**config.mk**
```make
export PLATFORM = sky130hd
export DESIGN_NAME = multicycle_ctrl
export DESIGN_NICKNAME = d
export VERILOG_FILES = /design/src/rtl/multicycle_ctrl_pkg.sv /design/src/rtl/multicycle_ctrl_alu_ctrl_dec.sv /design/src/rtl/multicycle_ctrl.sv
export SDC_FILE = /design/constraint.sdc
export NUM_CORES = 1
export LEC_CHECK = 0
export ABC_AREA = 1
export CORE_AREA = 2 2 44 56
export CTS_CLUSTER_SIZE = 28
export DETAILED_ROUTE_END_ITERATION = 7
export DIE_AREA = 0 0 46 58
export GPL_ROUTABILITY_DRIVEN = 0
export PLACE_DENSITY = 0.83
export SYNTH_ARGS = -nofsm -noshare
export SYNTH_HDL_FRONTEND = slang
export SYNTH_SLANG_ARGS = --single-unit
```
**constraint.sdc**
```tcl
create_clock -name clk -period 1.9 [get_ports clk]
set_input_delay 0.38 -clock clk [delete_from_list [all_inputs] [get_ports clk]]
set_output_delay 0.38 -clock clk [all_outputs]
set_load 0.05 [all_outputs]
```
**src/rtl/multicycle_ctrl_pkg.sv**
```systemverilog
// Shared encodings for the multicycle RV32I control FSM: mux selects, ALU ops, opcodes, state codes.
package multicycle_ctrl_pkg;

    localparam int unsigned STATE_W    = 4;
    localparam int unsigned SRC_W      = 3;
    localparam int unsigned RES_W      = 2;
    localparam int unsigned ALU_CTRL_W = 4;
    localparam int unsigned OPCODE_W   = 7;

    // Datapath encodings RD1 = 2 (A), RD2 = 0 and ZERO = 4 (B) exist but are never selected here
    localparam logic [SRC_W-1:0] ALU_A_SRC_PC      = 3'd0;
    localparam logic [SRC_W-1:0] ALU_A_SRC_PC_BUF  = 3'd1;
    localparam logic [SRC_W-1:0] ALU_A_SRC_RD1_BUF = 3'd3;
    localparam logic [SRC_W-1:0] ALU_A_SRC_ZERO    = 3'd4;

    localparam logic [SRC_W-1:0] ALU_B_SRC_RD2_BUF = 3'd1;
    localparam logic [SRC_W-1:0] ALU_B_SRC_IMM     = 3'd2;
    localparam logic [SRC_W-1:0] ALU_B_SRC_FOUR    = 3'd3;

    localparam logic [RES_W-1:0] RESULT_SRC_ALU     = 2'd0;
    localparam logic [RES_W-1:0] RESULT_SRC_MEM     = 2'd1;
    localparam logic [RES_W-1:0] RESULT_SRC_ALU_OUT = 2'd2;

    localparam logic [ALU_CTRL_W-1:0] ALU_CTRL_ADD  = 4'd0;
    localparam logic [ALU_CTRL_W-1:0] ALU_CTRL_SUB  = 4'd1;
    localparam logic [ALU_CTRL_W-1:0] ALU_CTRL_SLL  = 4'd2;
    localparam logic [ALU_CTRL_W-1:0] ALU_CTRL_SLT  = 4'd3;
    localparam logic [ALU_CTRL_W-1:0] ALU_CTRL_SLTU = 4'd4;
    localparam logic [ALU_CTRL_W-1:0] ALU_CTRL_XOR  = 4'd5;
    localparam logic [ALU_CTRL_W-1:0] ALU_CTRL_SRL  = 4'd6;
    localparam logic [ALU_CTRL_W-1:0] ALU_CTRL_SRA  = 4'd7;
    localparam logic [ALU_CTRL_W-1:0] ALU_CTRL_OR   = 4'd8;
    localparam logic [ALU_CTRL_W-1:0] ALU_CTRL_AND  = 4'd9;

    localparam logic [OPCODE_W-1:0] OPCODE_OP     = 7'b0110011;
    localparam logic [OPCODE_W-1:0] OPCODE_OP_IMM = 7'b0010011;
    localparam logic [OPCODE_W-1:0] OPCODE_LOAD   = 7'b0000011;
    localparam logic [OPCODE_W-1:0] OPCODE_STORE  = 7'b0100011;
    localparam logic [OPCODE_W-1:0] OPCODE_BRANCH = 7'b1100011;
    localparam logic [OPCODE_W-1:0] OPCODE_JAL    = 7'b1101111;
    localparam logic [OPCODE_W-1:0] OPCODE_JALR   = 7'b1100111;
    localparam logic [OPCODE_W-1:0] OPCODE_LUI    = 7'b0110111;
    localparam logic [OPCODE_W-1:0] OPCODE_AUIPC  = 7'b0010111;

    localparam logic [STATE_W-1:0] S_FETCH    = 4'd0;
    localparam logic [STATE_W-1:0] S_DECODE   = 4'd1;
    localparam logic [STATE_W-1:0] S_EXEC_R   = 4'd2;
    localparam logic [STATE_W-1:0] S_EXEC_I   = 4'd3;
    localparam logic [STATE_W-1:0] S_ALU_WB   = 4'd4;
    localparam logic [STATE_W-1:0] S_MEM_ADDR = 4'd5;
    localparam logic [STATE_W-1:0] S_MEM_RD   = 4'd6;
    localparam logic [STATE_W-1:0] S_MEM_WB   = 4'd7;
    localparam logic [STATE_W-1:0] S_MEM_WR   = 4'd8;
    localparam logic [STATE_W-1:0] S_BRANCH   = 4'd9;
    localparam logic [STATE_W-1:0] S_JAL      = 4'd10;
    localparam logic [STATE_W-1:0] S_JALR     = 4'd11;
    localparam logic [STATE_W-1:0] S_JALR_WB  = 4'd12;
    localparam logic [STATE_W-1:0] S_LUI      = 4'd13;
    localparam logic [STATE_W-1:0] S_AUIPC    = 4'd14;
    localparam logic [STATE_W-1:0] S_TRAP     = 4'd15;

    typedef enum logic [1:0] {
        ALU_CLASS_ADD   = 2'd0,
        ALU_CLASS_SUB   = 2'd1,
        ALU_CLASS_FUNCT = 2'd2
    } alu_class_e;

    // Branch condition from the SUB flags; funct3 010/011 are not branches
    function automatic logic branch_taken(input logic [2:0] funct3, input logic zero,
                                          input logic lt, input logic ltu);
        logic taken;
        case (funct3)
            3'b000:  taken = zero;
            3'b001:  taken = !zero;
            3'b100:  taken = lt;
            3'b101:  taken = !lt;
            3'b110:  taken = ltu;
            3'b111:  taken = !ltu;
            default: taken = 1'b0;
        endcase
        return taken;
    endfunction

endpackage

```
**src/rtl/multicycle_ctrl_alu_ctrl_dec.sv**
```systemverilog
// ALU operation decoder: fixed ADD/SUB for address and compare steps, funct-driven for R/I ops.
module alu_ctrl_dec
    import multicycle_ctrl_pkg::*;
(
    input  alu_class_e                  alu_class,
    input  logic [2:0]                  funct3,
    input  logic                        funct7_5,
    input  logic                        is_rtype,
    output logic [ALU_CTRL_W-1:0]       alu_ctrl
);

    always_comb begin
        alu_ctrl = ALU_CTRL_ADD;
        case (alu_class)
            ALU_CLASS_SUB: alu_ctrl = ALU_CTRL_SUB;
            ALU_CLASS_FUNCT: begin
                case (funct3)
                    // funct7_5 selects SUB only for R-type; ADDI ignores it
                    3'b000:  alu_ctrl = (is_rtype && funct7_5) ? ALU_CTRL_SUB : ALU_CTRL_ADD;
                    3'b001:  alu_ctrl = ALU_CTRL_SLL;
                    3'b010:  alu_ctrl = ALU_CTRL_SLT;
                    3'b011:  alu_ctrl = ALU_CTRL_SLTU;
                    3'b100:  alu_ctrl = ALU_CTRL_XOR;
                    3'b101:  alu_ctrl = funct7_5 ? ALU_CTRL_SRA : ALU_CTRL_SRL;
                    3'b110:  alu_ctrl = ALU_CTRL_OR;
                    default: alu_ctrl = ALU_CTRL_AND;
                endcase
            end
            default: alu_ctrl = ALU_CTRL_ADD;
        endcase
    end

endmodule

```
**src/rtl/multicycle_ctrl.sv**
```systemverilog
// Main control FSM of the multicycle RV32I core: fetch/decode/execute/memory/writeback sequencing
// with a valid/ready memory stall. Outputs are combinational; enables are forced low in reset.
module multicycle_ctrl
    import multicycle_ctrl_pkg::*;
#(
    parameter bit RESET_TRAP = 1'b0
) (
    input  logic                  clk,
    input  logic                  rstn,
    input  logic [OPCODE_W-1:0]   opcode,
    input  logic [2:0]            funct3,
    input  logic                  funct7_5,
    input  logic                  mem_ready,
    input  logic                  alu_zero,
    input  logic                  alu_lt,
    input  logic                  alu_ltu,
    output logic                  mem_req,
    output logic                  mem_we,
    output logic                  mem_addr_src,
    output logic                  ir_we,
    output logic                  pc_buf_we,
    output logic                  rd_buf_we,
    output logic                  pc_we,
    output logic                  pc_src,
    output logic                  rf_we,
    output logic [RES_W-1:0]      result_src,
    output logic [SRC_W-1:0]      alu_a_src,
    output logic [SRC_W-1:0]      alu_b_src,
    output logic [ALU_CTRL_W-1:0] alu_ctrl,
    output logic                  halted
);

    logic [STATE_W-1:0] state, state_nxt;
    alu_class_e         alu_class;
    logic               is_rtype;
    logic               req_ung, we_ung, ir_we_ung, pc_buf_we_ung;
    logic               rd_buf_we_ung, pc_we_ung, rf_we_ung;

    always_ff @(posedge clk or negedge rstn) begin
        if (!rstn) state <= S_FETCH;
        else       state <= state_nxt;
    end

    // Next state and per-state controls; selects default to the PC + 4 path
    always_comb begin
        state_nxt     = state;
        req_ung       = 1'b0;
        we_ung        = 1'b0;
        ir_we_ung     = 1'b0;
        pc_buf_we_ung = 1'b0;
        rd_buf_we_ung = 1'b0;
        pc_we_ung     = 1'b0;
        rf_we_ung     = 1'b0;
        mem_addr_src  = 1'b0;
        pc_src        = 1'b0;
        result_src    = RESULT_SRC_ALU;
        alu_a_src     = ALU_A_SRC_PC;
        alu_b_src     = ALU_B_SRC_FOUR;
        alu_class     = ALU_CLASS_ADD;
        is_rtype      = 1'b0;
        case (state)
            S_FETCH: begin
                req_ung = 1'b1;
                if (mem_ready) begin
                    ir_we_ung     = 1'b1;
                    pc_buf_we_ung = 1'b1;
                    pc_we_ung     = 1'b1;
                    state_nxt     = S_DECODE;
                end
            end
            S_DECODE: begin
                rd_buf_we_ung = 1'b1;
                alu_a_src     = ALU_A_SRC_PC_BUF;
                alu_b_src     = ALU_B_SRC_IMM;
                case (opcode)
                    OPCODE_OP:                 state_nxt = S_EXEC_R;
                    OPCODE_OP_IMM:             state_nxt = S_EXEC_I;
                    OPCODE_LOAD, OPCODE_STORE: state_nxt = S_MEM_ADDR;
                    OPCODE_BRANCH:             state_nxt = S_BRANCH;
                    OPCODE_JAL:                state_nxt = S_JAL;
                    OPCODE_JALR:               state_nxt = S_JALR;
                    OPCODE_LUI:                state_nxt = S_LUI;
                    OPCODE_AUIPC:              state_nxt = S_AUIPC;
                    default:                   state_nxt = S_TRAP;
                endcase
            end
            S_EXEC_R: begin
                alu_a_src = ALU_A_SRC_RD1_BUF;
                alu_b_src = ALU_B_SRC_RD2_BUF;
                alu_class = ALU_CLASS_FUNCT;
                is_rtype  = 1'b1;
                state_nxt = S_ALU_WB;
            end
            S_EXEC_I: begin
                alu_a_src = ALU_A_SRC_RD1_BUF;
                alu_b_src = ALU_B_SRC_IMM;
                alu_class = ALU_CLASS_FUNCT;
                state_nxt = S_ALU_WB;
            end
            S_LUI: begin
                alu_a_src = ALU_A_SRC_ZERO;
                alu_b_src = ALU_B_SRC_IMM;
                state_nxt = S_ALU_WB;
            end
            S_AUIPC: begin
                alu_a_src = ALU_A_SRC_PC_BUF;
                alu_b_src = ALU_B_SRC_IMM;
                state_nxt = S_ALU_WB;
            end
            S_ALU_WB: begin
                rf_we_ung  = 1'b1;
                result_src = RESULT_SRC_ALU_OUT;
                state_nxt  = S_FETCH;
            end
            S_MEM_ADDR: begin
                alu_a_src = ALU_A_SRC_RD1_BUF;
                alu_b_src = ALU_B_SRC_IMM;
                state_nxt = (opcode == OPCODE_LOAD) ? S_MEM_RD : S_MEM_WR;
            end
            S_MEM_RD: begin
                req_ung      = 1'b1;
                mem_addr_src = 1'b1;
                if (mem_ready) state_nxt = S_MEM_WB;
            end
            S_MEM_WB: begin
                rf_we_ung  = 1'b1;
                result_src = RESULT_SRC_MEM;
                state_nxt  = S_FETCH;
            end
            S_MEM_WR: begin
                req_ung      = 1'b1;
                we_ung       = 1'b1;
                mem_addr_src = 1'b1;
                if (mem_ready) state_nxt = S_FETCH;
            end
            S_BRANCH: begin
                alu_a_src = ALU_A_SRC_RD1_BUF;
                alu_b_src = ALU_B_SRC_RD2_BUF;
                alu_class = ALU_CLASS_SUB;
                pc_src    = 1'b1;
                pc_we_ung = branch_taken(funct3, alu_zero, alu_lt, alu_ltu);
                state_nxt = S_FETCH;
            end
            S_JAL, S_JALR_WB: begin
                alu_a_src  = ALU_A_SRC_PC_BUF;
                alu_b_src  = ALU_B_SRC_FOUR;
                rf_we_ung  = 1'b1;
                result_src = RESULT_SRC_ALU;
                pc_we_ung  = 1'b1;
                pc_src     = 1'b1;
                state_nxt  = S_FETCH;
            end
            S_JALR: begin
                alu_a_src = ALU_A_SRC_RD1_BUF;
                alu_b_src = ALU_B_SRC_IMM;
                state_nxt = S_JALR_WB;
            end
            S_TRAP: begin
                if (!RESET_TRAP) state_nxt = S_FETCH;
            end
            default: state_nxt = S_FETCH;
        endcase
    end

    // Request and enables drop immediately when reset asserts, even mid-request
    assign mem_req   = rstn && req_ung;
    assign mem_we    = rstn && we_ung;
    assign ir_we     = rstn && ir_we_ung;
    assign pc_buf_we = rstn && pc_buf_we_ung;
    assign rd_buf_we = rstn && rd_buf_we_ung;
    assign pc_we     = rstn && pc_we_ung;
    assign rf_we     = rstn && rf_we_ung;
    assign halted    = RESET_TRAP && (state == S_TRAP);

    alu_ctrl_dec u_alu_ctrl_dec (
        .alu_class (alu_class),
        .funct3    (funct3),
        .funct7_5  (funct7_5),
        .is_rtype  (is_rtype),
        .alu_ctrl  (alu_ctrl)
    );

endmodule
```
==> impl_metrics.toml <==
[global_routing]
grt_usage = 0.233
grt_pass1_wl_um = 4760
overflow = 0
grt_max_degree = 8
grt_antenna_before_repair = 0
grt_pass1_vias = 1228

[flow_run]
drv_cap = 0

[synth]
synthFlopType = "dfrtp_1"
async_flop_share = 1.00
ys_seq_elements = 4
synth.top_cells.by_area = "nand2_1 18%, dfrtp_1 12%, inv_1 12%"
synth-simple-area-share = 0.513
postSynthCellCount = 155
synth_compound_area_frac = 0.151
synth_top_area_share = 0.181
avgSynthCellArea_um2 = 5.22
yosysWarnings = 0
synth_commonest_cells = "39 x nand2_1, 25 x inv_1, 25 x nor2_1"
ys_seq_area_frac = 0.124
yosysTopAreaCell = "nand2_1"
syn-cell-area_um2 = 810
yosys.cell_types.count = 22
synthMuxAreaShare = 0.0139
synth_edf_count = 0
synth_fa_ha_area_frac = 0.0309
yosys.area_share.xor_xnor = 0
synth_most_common_cell = "nand2_1"
synth_top_family_by_area = "simple AND/OR/NAND/NOR gates"

[setup_path]
cpMostUsedCell = "inv_1"
path_cells = "nor2_2 > inv_1 > o22ai_4 > inv_1 > a21oi_2 > buf_12"
start_kind = "flip-flop"
crit_slowest_cell = "dfrtp_2"
slowest_delay_ns = 0.46
r2r_cells = 6
arrival_ns = 1.70
endpoint_kind = "output port"
cp_data_required_time_ns = 1.52
criticalPathCategory = "reg -> out"
critPathMaxFanout = 5

[floorplanning]
die_y_um = 58
start_util = 0.378
num_io_pins = 39
die_w_um = 46
coreArea_um2 = 2140
die_area_um2 = 2670
std_cell_rows = 19

[sta]
skew_ns = 0.000187
tns_ns = -1.34
min_period_over_period = 1.10
fmax_mhz = 480
drv_slew = 0
tightest_slew_ns = 0.485
relSlewSlack = 0.673
period_needed_ns = 2.08
grt_setup_unrepaired = "yes"
setup_violations = 10
fin_ws_ns = -0.183
finalHoldViolCount = 0

[outcome]
run_status = "finished, violations left"
violations = "setup timing"

[final_layout]
layout.cells.non_filler = 239
fillers = 124
largest_reg_flops = 4
drive_gt1_frac = 0.445
diodes = 0
regMostFlops = "state"
reg.largest.list = "state x4"
fin_nets = 239
final_area_um2 = 1750
final_util = 0.820
syn2layout_area_growth_pct = 117

[routing]
wl_met2_um = 1980
met3_length_um = 123
postRouteAntennaNets = 0
drt_wl_total_um = 3410
vias = 1288
drc = 0
viasPerCell = 5.39
routedWlPerCell_um = 14.3
first_iter_violations = 33
top_layer_used = "met4"
dr.pass1.iters = 4
route.layer.met1.wl_um = 1170

[power_and_ir_drop]
p_clk_frac = 0.045
ir_worst_vdd_mv = 1.09
p_int_mw = 1.15
p_comb_frac = 0.875
p_sw_mw = 1.31
power_frac_seq = 0.079
power.density_nw_per_um2 = 1400
p_leak_nw = 0.822
swShare = 0.533
power.total_mw = 2.46

[clocking]
numCtsBuffers = 3
cts_tree = "built"
root_buffer = "clkbuf_4"
hold_buffers = 0
clk_pin_slew_worst_paths_ns = 0.04
cts.sinks = 4
h-tree-depth = 1
clk_latency_ns = 0.24
clock_path_buffers = 2

[placed_design]
dp_hpwl_um = 2250
place_area_um2 = 1600
placedCellCount = 225
portBuffers = 36

[hold_path]
hold_class = "in -> async"
==> per-stage QoR <==
step,hold WS [ns],setup WS [ns]
detailed placement,0.681,-0.340
finish,0.430,-0.183
floorplan,0.0844,-0.182
global route,0.433,-0.268
CTS,0.428,-0.177
global placement,0.679,-0.279
==> layout make-up <==
type	count	area, um^2	area share
multi-input combinational	120	732	0.417
sequential	4	104	0.0592
inverter	29	114	0.0649
tap	21	26.3	0.0150
timing repair buffer	62	756	0.431
clock buffer	3	22.5	0.0128
==> metal layers <==
metal,up-vias,track usage
met5,-,0
met4,0,0.0735
met3,13,0.0218
met2,55,0.478
met1,605,0.221
li1,615,-
==> placed cells by master, fill, tap and decap left out, types with 3 or more instances in the layout <==
cell type | synthesis | final
inv_1 | 25 | 20
clkbuf_4 | 0 | 3
nand2_4 | 0 | 3
nand2_1 | 39 | 36
dfrtp_2 | 0 | 3
a21oi_1 | 12 | 8
inv_2 | 4 | 7
o21ai_0 | 5 | 5
nand3_1 | 10 | 10
nand4_1 | 3 | 3
nor2_4 | 1 | 6
dlygate4sd2_1 | 0 | 3
a21oi_2 | 0 | 3
nor2_1 | 25 | 15
clkdlybuf4s50_1 | 0 | 13
buf_12 | 0 | 20
buf_4 | 3 | 25
nor2_2 | 9 | 14
==> worst paths after layout <==
kind	startpoint	to	slack (ns)
min in group clk	state[1]	state[3]	0.79
setup / recovery	state[0]	rf_we	-0.18
hold reg to reg	state[1]	state[3]	0.79
max in group asynchronous	rstn	state[2]	1.36
setup reg to reg	state[2]	state[2]	0.25
hold / removal	rstn	state[1]	0.43
==> critical path: cells and delay by family (launching register included) <==
| kind | cells | cell delay [ns] |
|---|---|---|
| AO/OA/AOI/OAI | 2 | 0.39 |
| buffers and inverters | 3 | 0.41 |
| flip-flops | 1 | 0.46 |
| AND/OR/NAND/NOR | 1 | 0.18 |
==> repair_timing <==
item | CTS | global route
gates resized for setup | 14 | 9
buffers inserted | 5 | 6
endpoints found under the hold margin | 0 | 0
endpoints found under the setup margin | 9 | 15
pin swaps | 8 | 3
==> kinds of logic (layout without fill, tap and decap cells) <==
| logic type | count (synthesis) | in the layout |
|---|---|---|
| other | 1 | 2 |
| multiplexers | 1 | 1 |
| buffers and inverters | 32 | 94 |
| AO/OA/AOI/OAI | 22 | 22 |
| AND/OR/NAND/NOR | 93 | 93 |
| adder cells (fa/ha/maj) | 2 | 2 |
| flip-flops | 4 | 4 |
==> power by group through the flow <==
| stage | combinational [mW] | clock (mW) | sequential [mW] |
|---|---|---|---|
| floorplan | 1.06 | 0 | 0.160 |
| global placement | 1.86 | 0 | 0.163 |
| detailed placement | 1.88 | 0 | 0.166 |
| CTS | 2.01 | 0.111 | 0.173 |
| global route | 2.26 | 0.115 | 0.199 |
| finish | 2.15 | 0.111 | 0.196 |
Note: power is estimated with default switching activity, not from simulation.
